--- config.mk ---
export PLATFORM = sky130hd
export DESIGN_NAME = sigma1_inverse
export DESIGN_NICKNAME = d
export VERILOG_FILES = /design/src/rtl/sigma1_inverse.sv
export SDC_FILE = /design/constraint.sdc
export NUM_CORES = 1
export LEC_CHECK = 0
export ABC_AREA = 1
export BUFFER_PORTS_ARGS = -buffer_cell sky130_fd_sc_hd__buf_2
export CORE_MARGIN = 2
export CORE_UTILIZATION = 30
export CTS_BUF_LIST = sky130_fd_sc_hd__clkbuf_4 sky130_fd_sc_hd__clkbuf_8
export CTS_CLUSTER_SIZE = 40
export DETAILED_ROUTE_END_ITERATION = 16
export GPL_ROUTABILITY_DRIVEN = 0
export PLACE_DENSITY = 0.55
export SETUP_SLACK_MARGIN = 0.3
export SYNTH_ARGS = -nofsm -noshare
export SYNTH_HDL_FRONTEND = slang
export SYNTH_SLANG_ARGS = --single-unit
--- constraint.sdc ---
create_clock -name clk -period 1.8 [get_ports clk]
set_input_delay 0.18 -clock clk [delete_from_list [all_inputs] [get_ports clk]]
set_output_delay 0.18 -clock clk [all_outputs]
set_load 0.005 [all_outputs]
--- src/rtl/sigma1_inverse.sv ---
// Iterative SHA-256 big-sigma-1 engine: one application of Sigma1 per clock,
// once for the forward function or fifteen times for its exact inverse.
module sigma1_inverse (
  input  logic        clk,
  input  logic        rst_n,
  input  logic        in_valid,
  output logic        in_ready,
  input  logic [31:0] in_data,
  input  logic        in_inverse,
  output logic        out_valid,
  input  logic        out_ready,
  output logic [31:0] out_data,
  output logic        busy
);

  localparam logic [1:0] StIdle = 2'd0;
  localparam logic [1:0] StBusy = 2'd1;
  localparam logic [1:0] StDone = 2'd2;

  localparam logic [3:0] FwdIters = 4'd1;
  localparam logic [3:0] InvIters = 4'd15;

  logic [1:0]  state_q, state_d;
  logic [3:0]  count_q, count_d;
  logic [31:0] work_q, work_d;
  logic [31:0] sigmaWork;

  // Sigma1^16 is the identity, so fifteen passes through this network invert it.
  assign sigmaWork = {work_q[5:0],  work_q[31:6]}  ^
                     {work_q[10:0], work_q[31:11]} ^
                     {work_q[24:0], work_q[31:25]};

  always_comb begin
    state_d = state_q;
    count_d = count_q;
    work_d  = work_q;
    case (state_q)
      StIdle: begin
        if (in_valid) begin
          work_d  = in_data;
          count_d = in_inverse ? InvIters : FwdIters;
          state_d = StBusy;
        end
      end
      StBusy: begin
        work_d  = sigmaWork;
        count_d = count_q - 4'd1;
        // A zero count is unreachable; treating it as final keeps the engine from looping.
        if (count_q <= 4'd1) begin
          count_d = 4'd0;
          state_d = StDone;
        end
      end
      StDone: begin
        if (out_ready) begin
          state_d = StIdle;
        end
      end
      default: begin
        state_d = StIdle;
        count_d = 4'd0;
      end
    endcase
  end

  always_ff @(posedge clk or negedge rst_n) begin
    if (!rst_n) begin
      state_q <= StIdle;
      count_q <= 4'd0;
      work_q  <= 32'h0000_0000;
    end else begin
      state_q <= state_d;
      count_q <= count_d;
      work_q  <= work_d;
    end
  end

  assign in_ready  = (state_q == StIdle);
  assign out_valid = (state_q == StDone);
  assign busy      = (state_q == StBusy);
  assign out_data  = work_q;

endmodule
==> results of run 1 <==
[kinds of logic after synthesis]
| logic type | Yosys count | share of synthesized area |
|---|---|---|
| and+or+nand+nor | 376 | 0.542 |
| xor gates and xnor gates | 1 | 0.00313 |
| AOI/OAI and AO/OA | 5 | 0.0116 |
| adders and majority gates | 2 | 0.00895 |
| buffers and inverters | 56 | 0.0940 |
| DFF | 38 | 0.340 |
[metal layers]
layer / routed length [µm] / global-route usage / vias up
met5: 0 / 0 / -
met4: 121 / 0.0432 / 0
met3: 430 / 0.0277 / 12
met2: 4000 / 0.290 / 93
met1: 4090 / 0.244 / 1370
li1: - / - / 1609
[layout by cell type, fill, tap and decap left out, types with 2 or more instances in the layout]
cell type / n
o211ai_1: 2
nand4_1: 3
nor2_1: 67
ha_1: 2
buf_2: 71
buf_4: 2
dfrtp_1: 38
buf_12: 2
inv_1: 40
nand2_1: 233
clkbuf_8: 6
nand3_1: 70
nor2_4: 2
[final cells by class]
| cell class | count | area, µm² | share of cell area |
|---|---|---|---|
| flip-flops and latches | 38 | 951 | 0.283 |
| clock inverters | 1 | 5.00 | 0.00149 |
| well taps | 111 | 139 | 0.0413 |
| clock buffers | 7 | 90.1 | 0.0268 |
| inverters | 41 | 154 | 0.0458 |
| multi-input cells | 384 | 1590 | 0.473 |
| repair buffers | 77 | 432 | 0.128 |
[worst max path at each step]
stage,startpoint,to,slack [ns],cells past startpoint
after floorplan,count_q[0],state_q[1],0.50,6
after CTS,state_q[0],out_valid,0.29,3
after detailed placement,count_q[0],count_q[1],0.28,5
after global placement,count_q[0],state_q[1],0.37,6
final,state_q[0],out_valid,0.38,3
after global routing,state_q[0],out_valid,0.30,3
[power by group]
part / switching (µW) / internal [µW]
Sequential: 787 / 1310
Combinational: 2560 / 1600
Clock: 315 / 325
[sequential cells by signal (all words and copies together), names as in the netlist]
register and count:
out_data 32, state_q 2, count_q 4
[repair_timing]
action,CTS,global route
resized for setup,2,1
hold endpoints to repair,38,0
cloned,0,0
hold buffers,1,0
endpoints found under the setup margin,4,1
[through the flow]
step	power [µW]	setup slack, ns
final	6900	0.385
after global routing	7750	0.302
after CTS	6970	0.293
after detailed placement	6270	0.279
after global placement	6210	0.370
after floorplan	4910	0.501
[worst max-delay path, cell delays in order, from the launching register on]
cell     delay (ns)
dfrtp_1        0.45
buf_6          0.21
nor2_1         0.15
buf_2          0.13
==> results.py, run 1 <==
metrics = {
    "outcome": {
        "status": "completed",
    },
    "final_layout": {
        "fillers": 1058,
        "drive_above_1_share": 0.161,
        "area_growth_pct": 20.2,
        "final_cells": 659,
        "nets": 586,
        "fin_util": 0.367,
        "design_area_um2": 3360,
        "antenna_cells": 0,
    },
    "sta": {
        "setup_viol": 0,
        "tightest_slew_ns": 0.522,
        "min_period_ns": 1.42,
        "fmaxAchievable_mhz": 707,
        "final-hold-violation-count": 0,
        "hold_ws_ns": 0.149,
        "relSlewSlack": 0.652,
        "slew_viol_final": 0,
        "fin_crit_sh": 0.786,
        "grt_setup_unrepaired": "no",
        "setup_tns_ns": 0,
        "fin_worst_skew_ns": 0.00420,
    },
    "pwr": {
        "powerDensity_nw_per_um2": 2050,
        "p_leak_uw": 0.00199,
        "ir_worst_vdd_mv": 0.934,
    },
    "route": {
        "wl_per_cell_um": 13.1,
        "drtIter0Drc": 176,
        "viasPerCell": 4.68,
        "drc": 0,
        "drt-pass1-iter-count": 4,
        "postRouteAntennaNets": 0,
        "wl_mm": 8.64,
        "vias": 3084,
    },
    "clocking": {
        "numCtsBuffers": 5,
        "cts_buffer_depth": 2,
        "path_clk_slew_ns": 0.08,
        "cts_tree": "built",
        "clock_latency_ns": 0.29,
        "post_cts_buffers": 0,
        "clock_sinks": 38,
        "htreeDepth": 2,
        "root_buffer": "clkbuf_8",
    },
    "synth": {
        "yosysUniqueCellTypes": 18,
        "synth_edf_count": 0,
        "syn_inst": 478,
        "yosysTopAreaCellShare": 0.340,
        "avgSynthCellArea_um2": 5.85,
        "async_flop_share": 1.00,
        "ys_seq_elements": 38,
        "synth_most_common_cell": "nand2_1",
        "ys_top_cells_by_area": "dfrtp_1 34%, nand2_1 31%, nand3_1 13%, nor2_1 9.0%, inv_1 5.4%",
        "ys_warn_count": 0,
        "ys.flop_type": "dfrtp_1",
        "yosysSeqAreaShare": 0.340,
        "synth_top_area_cell": "dfrtp_1",
        "ys_top_cells_by_count": "234 x nand2_1, 70 x nand3_1, 67 x nor2_1",
        "synth_nets": 517,
        "netlist_area_um2": 2800,
    },
    "global_route": {
        "grt-ovfl-total": 0,
        "grt_usage": 0.177,
        "grt_max_degree": 66,
        "antenna_found_initial": 0,
        "grt_pass1_wl_mm": 14.2,
        "first_global_vias": 2884,
    },
    "die": {
        "die_area_um2": 10100,
        "fp.dieW_um": 101,
        "initial_utilization": 0.306,
        "core-area_um2": 9150,
        "num_rows": 35,
        "ioPinCount": 72,
        "die_y_um": 101,
    },
    "critical_path": {
        "endpoint_kind": "output pin",
        "timing.rr.start": "state_q[0]",
        "cp_max_fo": 25,
        "cp.arrival_ns": 1.24,
        "r2r_slack_ns": 0.44,
        "worstSetupStartpointType": "flip-flop",
        "ff2ff_path_depth": 7,
        "crit_type": "flip-flop to output pin",
        "critPathRequiredTime_ns": 1.62,
        "r2r-end": "out_data[30]",
    },
    "place": {
        "port_buffers": 71,
        "place_area_um2": 3250,
        "detailed_place_hpwl_mm": 6.55,
        "place_inst": 650,
    },
    "worst_hold_path": {
        "hold_depth": 3,
        "min_to": "state_q[0]",
        "min_from": "in_valid",
        "hold_path.class": "primary input to flip-flop",
    },
    "run": {
        "cap_violations": 0,
    },
}
No activity file was read; power rests on OpenSTA's default activity.
==> inputs of run 2 (changes only) <==
- PLACE_DENSITY: 0.55 -> 0.57
- clock period: 1.8 -> 1.2 ns (I/O delays scaled with it)
==> run 2 against run 1 <==
The run now ends with setup timing left. Core utilization grew 11 points. Via count increased by 13%. Largest cell class unchanged. Sequential power up 54%. Die area unchanged. Highest routed layer unchanged. Total power is 110% higher. Combinational power up 130%.
==> results.py, run 2 (synthesis results as in run 1) <==
metrics = {
    "outcome": {
        "status": "complete, but fails checks",
        "violations": "setup timing",
    },
    "sta": {
        "min_period_ns": 1.27,
        "grt_setup_unrepaired": "yes",
        "fmaxAchievable_mhz": 790,
        "fin_worst_skew_ns": 0.00667,
        "fin_ws_ns": -0.0653,
        "slew_viol_final": 0,
        "setup_viol": 38,
        "tightest_slew_ns": 0.405,
        "final-hold-violation-count": 0,
        "relSlewSlack": 0.727,
        "fin_crit_sh": 1.05,
    },
    "clocking": {
        "numCtsBuffers": 5,
        "clock_latency_ns": 0.30,
        "cts_buffer_depth": 2,
        "htreeDepth": 2,
        "clock_sinks": 38,
        "cts_tree": "built",
        "root_buffer": "clkbuf_8",
        "path_clk_slew_ns": 0.09,
    },
    "route": {
        "drt-pass1-iter-count": 5,
        "viasPerCell": 4.86,
        "drtIter0Drc": 183,
        "wl_mm": 10.1,
        "postRouteAntennaNets": 0,
        "drc": 0,
        "wl_per_cell_um": 14.1,
        "vias": 3485,
    },
    "worst_hold_path": {
        "min_to": "state_q[1]",
        "hold_depth": 4,
        "min_from": "out_ready",
        "hold_path.class": "primary input to flip-flop",
    },
    "global_route": {
        "grt-ovfl-total": 0,
        "grt_usage": 0.198,
        "first_global_vias": 3204,
        "grt_pass1_wl_mm": 15.8,
        "grt_max_degree": 39,
        "antenna_found_initial": 0,
    },
    "critical_path": {
        "slowest_delay_ns": 0.45,
        "timing.rr.start": "state_q[0]",
        "critPathRequiredTime_ns": 1.44,
        "crit_chain": "nor2_4 > nand2_4 > nand2_8 > buf_6 > clkbuf_16 > nand2_2 > nand2_1",
        "cp.arrival_ns": 1.51,
        "crit_buf_inv": 2,
        "ff2ff_path_depth": 7,
        "r2r-end": "out_data[6]",
        "path_delay_family": "flip-flops",
        "crit_type": "flip-flop to flip-flop",
        "r2r_slack_ns": -0.07,
        "cp_max_fo": 7,
        "endpoint_kind": "flip-flop",
        "worstSetupStartpointType": "flip-flop",
        "cp_slowest_cell": "dfrtp_2",
    },
    "place": {
        "port_buffers": 71,
        "detailed_place_hpwl_mm": 6.93,
        "place_area_um2": 3420,
    },
    "final_layout": {
        "final_common_cell": "nand2_1",
        "antenna_cells": 0,
        "mostFrequentLayoutCells": "201 x nand2_1, 67 x nand3_1, 66 x nor2_1",
        "design_area_um2": 4390,
        "fillers": 953,
        "largest_reg_flops": 32,
        "nets": 644,
        "regArea_um2": 985,
        "area_growth_pct": 57.0,
        "drive_above_1_share": 0.355,
        "multi_input_area_um2": 1780,
    },
    "die": {
        "initial_utilization": 0.306,
        "die_area_um2": 10100,
        "fp.dieW_um": 101,
        "ioPinCount": 72,
        "core-area_um2": 9150,
        "die_y_um": 101,
        "num_rows": 35,
    },
    "pwr": {
        "powerDensity_nw_per_um2": 3270,
        "total_power_uw": 14400,
        "ir_worst_vdd_mv": 1.45,
        "p_leak_uw": 0.00246,
    },
    "run": {
        "cap_violations": 0,
    },
}
==> run 2: changes by cell type in the layout (fill, tap and decap cells not counted), moves of 4 or more <==
cell	change
buf_12	+4
nand2_2	+20
buf_6	+28
buf_4	+40
nand2_4	+11
dfrtp_1	-27
buf_16	+4
dfrtp_2	+27
buf_2	-20
nand2_1	-32
==> run 2: routing by layer <==
metal  GRT usage  wire [µm]  up-vias
li1            -          -     1727
met1       0.259       4370     1620
met2       0.342       5080      121
met3      0.0333        543       17
met4      0.0443        150        0
met5           0          0        -
==> run 2: how the worst max path moves through the flow <==
stage,start,to,slack (ns),cells past startpoint
2_1_floorplan,state_q[0],out_data[24],-0.02,9
3_3_place_gp,state_q[1],out_data[30],-0.04,7
3_5_place_dp,state_q[0],count_q[1],-0.08,6
4_1_cts,state_q[0],in_ready,-0.04,3
5_1_grt,state_q[0],out_data[6],-0.13,7
6_report,state_q[0],out_data[6],-0.07,7
==> run 2: area by class of cell <==
| cell class | count | share of cell area |
|---|---|---|
| clock buffers | 6 | 0.0188 |
| inverters | 41 | 0.0351 |
| flip-flops and latches | 38 | 0.224 |
| clock inverters | 2 | 0.0137 |
| well taps | 111 | 0.0316 |
| repair buffers | 135 | 0.270 |
| multi-input cells | 384 | 0.406 |
==> run 2: metrics by stage <==
step	util	hold WS (ns)	setup WS (ns)	setup TNS [ns]	cells
after floorplan	-	-0.176	-0.0179	-0.300	478
after global placement	0.374	0.109	-0.0436	-0.603	665
after detailed placement	0.374	0.111	-0.0792	-1.54	665
after CTS	0.441	0.0739	-0.0448	-0.780	700
after global routing	0.480	0.109	-0.130	-3.78	717
final	0.480	0.0734	-0.0653	-1.18	717
==> run 2: worst min-delay path, delay by kind of cell <==
kind	cells	cell delay, ns
buffers and inverters	2	0.11
AND/OR/NAND/NOR	2	0.12
==> run 2: power by group <==
part	internal [µW]	total (µW)	leakage, µW	switching (µW)
sequential	2060	3210	0.000424	1150
clock	888	1400	0.0000714	513
combinational	4720	9760	0.00196	5040
==> run 2: timing repair <==
| action | in CTS | in global routing |
|---|---|---|
| hold endpoints to repair | 38 | 0 |
| pin swaps | 8 | 14 |
| resized for setup | 59 | 52 |
| endpoints found under the setup margin | 73 | 73 |
| setup buffers | 22 | 15 |
| hold buffers | 1 | 0 |
| cloned | 4 | 2 |
==> inputs of run 3 (changes only) <==
- ABC_AREA: 1 -> not set
==> run 3 against run 2 <==
The flow still finishes with violations (setup timing). Cell count is 30% lower. Routed wire length is 5.8% higher. Critical path depth down 2. Setup slack worse by 0.041 ns. Global-route usage decreased by 0.12 points. Clock skew increased by 0.0026 ns. Non-clock buffer count rose by 53. Combinational power grew 35%. Design area increased by 17%. Critical endpoint is now out_data[16]. Highest routed layer unchanged.
==> results.py, run 3 <==
metrics = {
    "synth": {
        "ys_warn_count": 0,
        "ys_top_cells_by_count": "66 x o22ai_1, 38 x dfrtp_1, 32 x xor3_1",
        "synth_most_common_cell": "o22ai_1",
        "ys_seq_elements": 38,
        "yosysTopAreaCellShare": 0.360,
        "yosysSeqAreaShare": 0.360,
        "ys_top_cells_by_area": "dfrtp_1 36%, xor3_1 29%, o22ai_1 16%, a21oi_1 5.9%, buf_4 2.3%",
        "synth_edf_count": 0,
        "netlist_area_um2": 2650,
        "syn_inst": 228,
        "async_flop_share": 1.00,
        "synth_nets": 267,
        "avgSynthCellArea_um2": 11.6,
        "synth_top_area_cell": "dfrtp_1",
        "yosysUniqueCellTypes": 27,
        "ys.flop_type": "dfrtp_1",
    },
    "route": {
        "drc": 0,
        "drtIter0Drc": 139,
        "viasPerCell": 5.47,
        "postRouteAntennaNets": 0,
        "wl_met1_mm": 4.18,
        "top_layer_used": "met4",
        "wl_per_cell_um": 21.3,
        "dr_wl_met3_um": 465,
        "wl_mm": 10.7,
        "vias": 2757,
        "dr_wl_met2_mm": 5.83,
        "drt-pass1-iter-count": 4,
    },
    "sta": {
        "relSlewSlack": 0.642,
        "setup_viol": 23,
        "fin_crit_sh": 1.09,
        "slew_viol_final": 0,
        "tightest_slew_ns": 0.538,
        "grt_setup_unrepaired": "yes",
        "fmaxAchievable_mhz": 766,
        "final-hold-violation-count": 0,
        "fin_worst_skew_ns": 0.00926,
        "min_period_ns": 1.31,
        "fin_ws_ns": -0.106,
    },
    "critical_path": {
        "path_delay_family": "flip-flops",
        "worstSetupStartpointType": "flip-flop",
        "endpoint_kind": "flip-flop",
        "crit_type": "flip-flop to flip-flop",
        "cp_max_fo": 8,
        "crit_chain": "nand2b_4 > buf_12 > clkbuf_16 > o22ai_4 > a21oi_2",
        "slowest_delay_ns": 0.42,
        "cp_slowest_cell": "dfrtp_1",
        "critPathRequiredTime_ns": 1.42,
        "cp.arrival_ns": 1.52,
        "crit_buf_inv": 2,
    },
    "global_route": {
        "first_global_vias": 2829,
        "grt_usage": 0.197,
        "grt_max_degree": 39,
        "antenna_found_initial": 0,
        "grt_pass1_wl_mm": 14.8,
        "grt-ovfl-total": 0,
    },
    "pwr": {
        "powerDensity_nw_per_um2": 3410,
        "total_power_uw": 17600,
        "ir_worst_vdd_mv": 1.60,
        "p_leak_uw": 0.00236,
    },
    "clocking": {
        "cts_tree": "built",
        "clock_latency_ns": 0.30,
        "path_clk_slew_ns": 0.09,
        "root_buffer": "clkbuf_8",
        "cts_buffer_depth": 2,
        "htreeDepth": 2,
        "clock_sinks": 38,
        "numCtsBuffers": 5,
    },
    "die": {
        "core-area_um2": 8640,
        "die_y_um": 97.9,
        "fp.dieW_um": 97.9,
        "num_rows": 34,
        "ioPinCount": 72,
        "die_area_um2": 9580,
        "initial_utilization": 0.306,
    },
    "final_layout": {
        "largest_reg_flops": 32,
        "antenna_cells": 0,
        "area_growth_pct": 94.7,
        "drive_above_1_share": 0.783,
        "nets": 434,
        "mostFrequentLayoutCells": "64 x buf_4, 63 x buf_6, 42 x buf_2",
        "final_common_cell": "buf_4",
    },
    "worst_hold_path": {
        "hold_path.class": "primary input to flip-flop",
    },
    "outcome": {
        "status": "complete, but fails checks",
        "violations": "setup timing",
    },
    "place": {
        "detailed_place_hpwl_mm": 5.81,
        "port_buffers": 71,
        "place_ws_ns": -0.143,
    },
    "run": {
        "cap_violations": 0,
    },
}
[run 3: cell type report]
class,instances,area [µm²]
clock buffers,8,110
fillers,663,3490
inverters,5,31.3
flip-flops and latches,38,990
well taps,108,135
multi-input cells,157,2090
repair buffers,188,1790
[run 3: cells by family after synthesis]
kind of cell | count (synthesis) | share of synthesized area
AOI/OAI and AO/OA | 109 | 0.246
xor gates and xnor gates | 33 | 0.291
adders and majority gates | 2 | 0.00946
buffers and inverters | 33 | 0.0662
DFF | 38 | 0.360
muxes | 1 | 0.00378
and+or+nand+nor | 12 | 0.0236
[run 3: timing repair]
item / CTS / global route
endpoints found under the setup margin: 73 / 73
buffers inserted: 51 / 10
pin swaps: 37 / 45
gates cloned: 3 / 5
endpoints found under the hold margin: 38 / 0
hold buffers: 1 / 0
resized for setup: 120 / 88
[run 3: power breakdown]
part | switching [µW] | internal, µW
registers | 1160 | 2060
logic | 4820 | 8420
clock network | 515 | 582
total | 6490 | 11100
[run 3: per-layer routing]
layer | up-vias | global-route usage
met4 | 0 | 0.0748
met1 | 1419 | 0.239
met5 | - | 0
met3 | 24 | 0.0365
li1 | 1221 | -
met2 | 93 | 0.346
[run 3: metrics by stage]
| stage | area, µm² | hold WS (ns) | utilization | instances | setup TNS, ns |
|---|---|---|---|---|---|
| after global placement | 3430 | 0.110 | 0.397 | 426 | -0.662 |
| after CTS | 4500 | 0.110 | 0.521 | 489 | -0.489 |
| after floorplan | 2740 | -0.176 | - | 228 | -0.0626 |
| final | 5150 | 0.103 | 0.596 | 504 | -0.891 |
| after detailed placement | 3430 | 0.112 | 0.397 | 426 | -1.33 |
| after global routing | 5150 | 0.109 | 0.596 | 504 | -2.64 |
[run 3: worst min-delay path: stages]
cell	delay [ns]
buf_2	0.09
o22ai_2	0.06
a21oi_2	0.11
[run 3: worst paths after layout]
check	depth (start not counted)	slack, ns	end	startpoint
setup / recovery	5	-0.11	out_data[16]	state_q[1]
hold / removal	3	0.10	out_data[13]	in_data[13]
setup reg to reg	5	-0.11	out_data[16]	state_q[1]
hold reg to reg	2	0.64	count_q[1]	count_q[1]
max in group asynchronous	3	0.65	out_data[19]	rst_n
min in group asynchronous	3	0.32	out_data[9]	rst_n
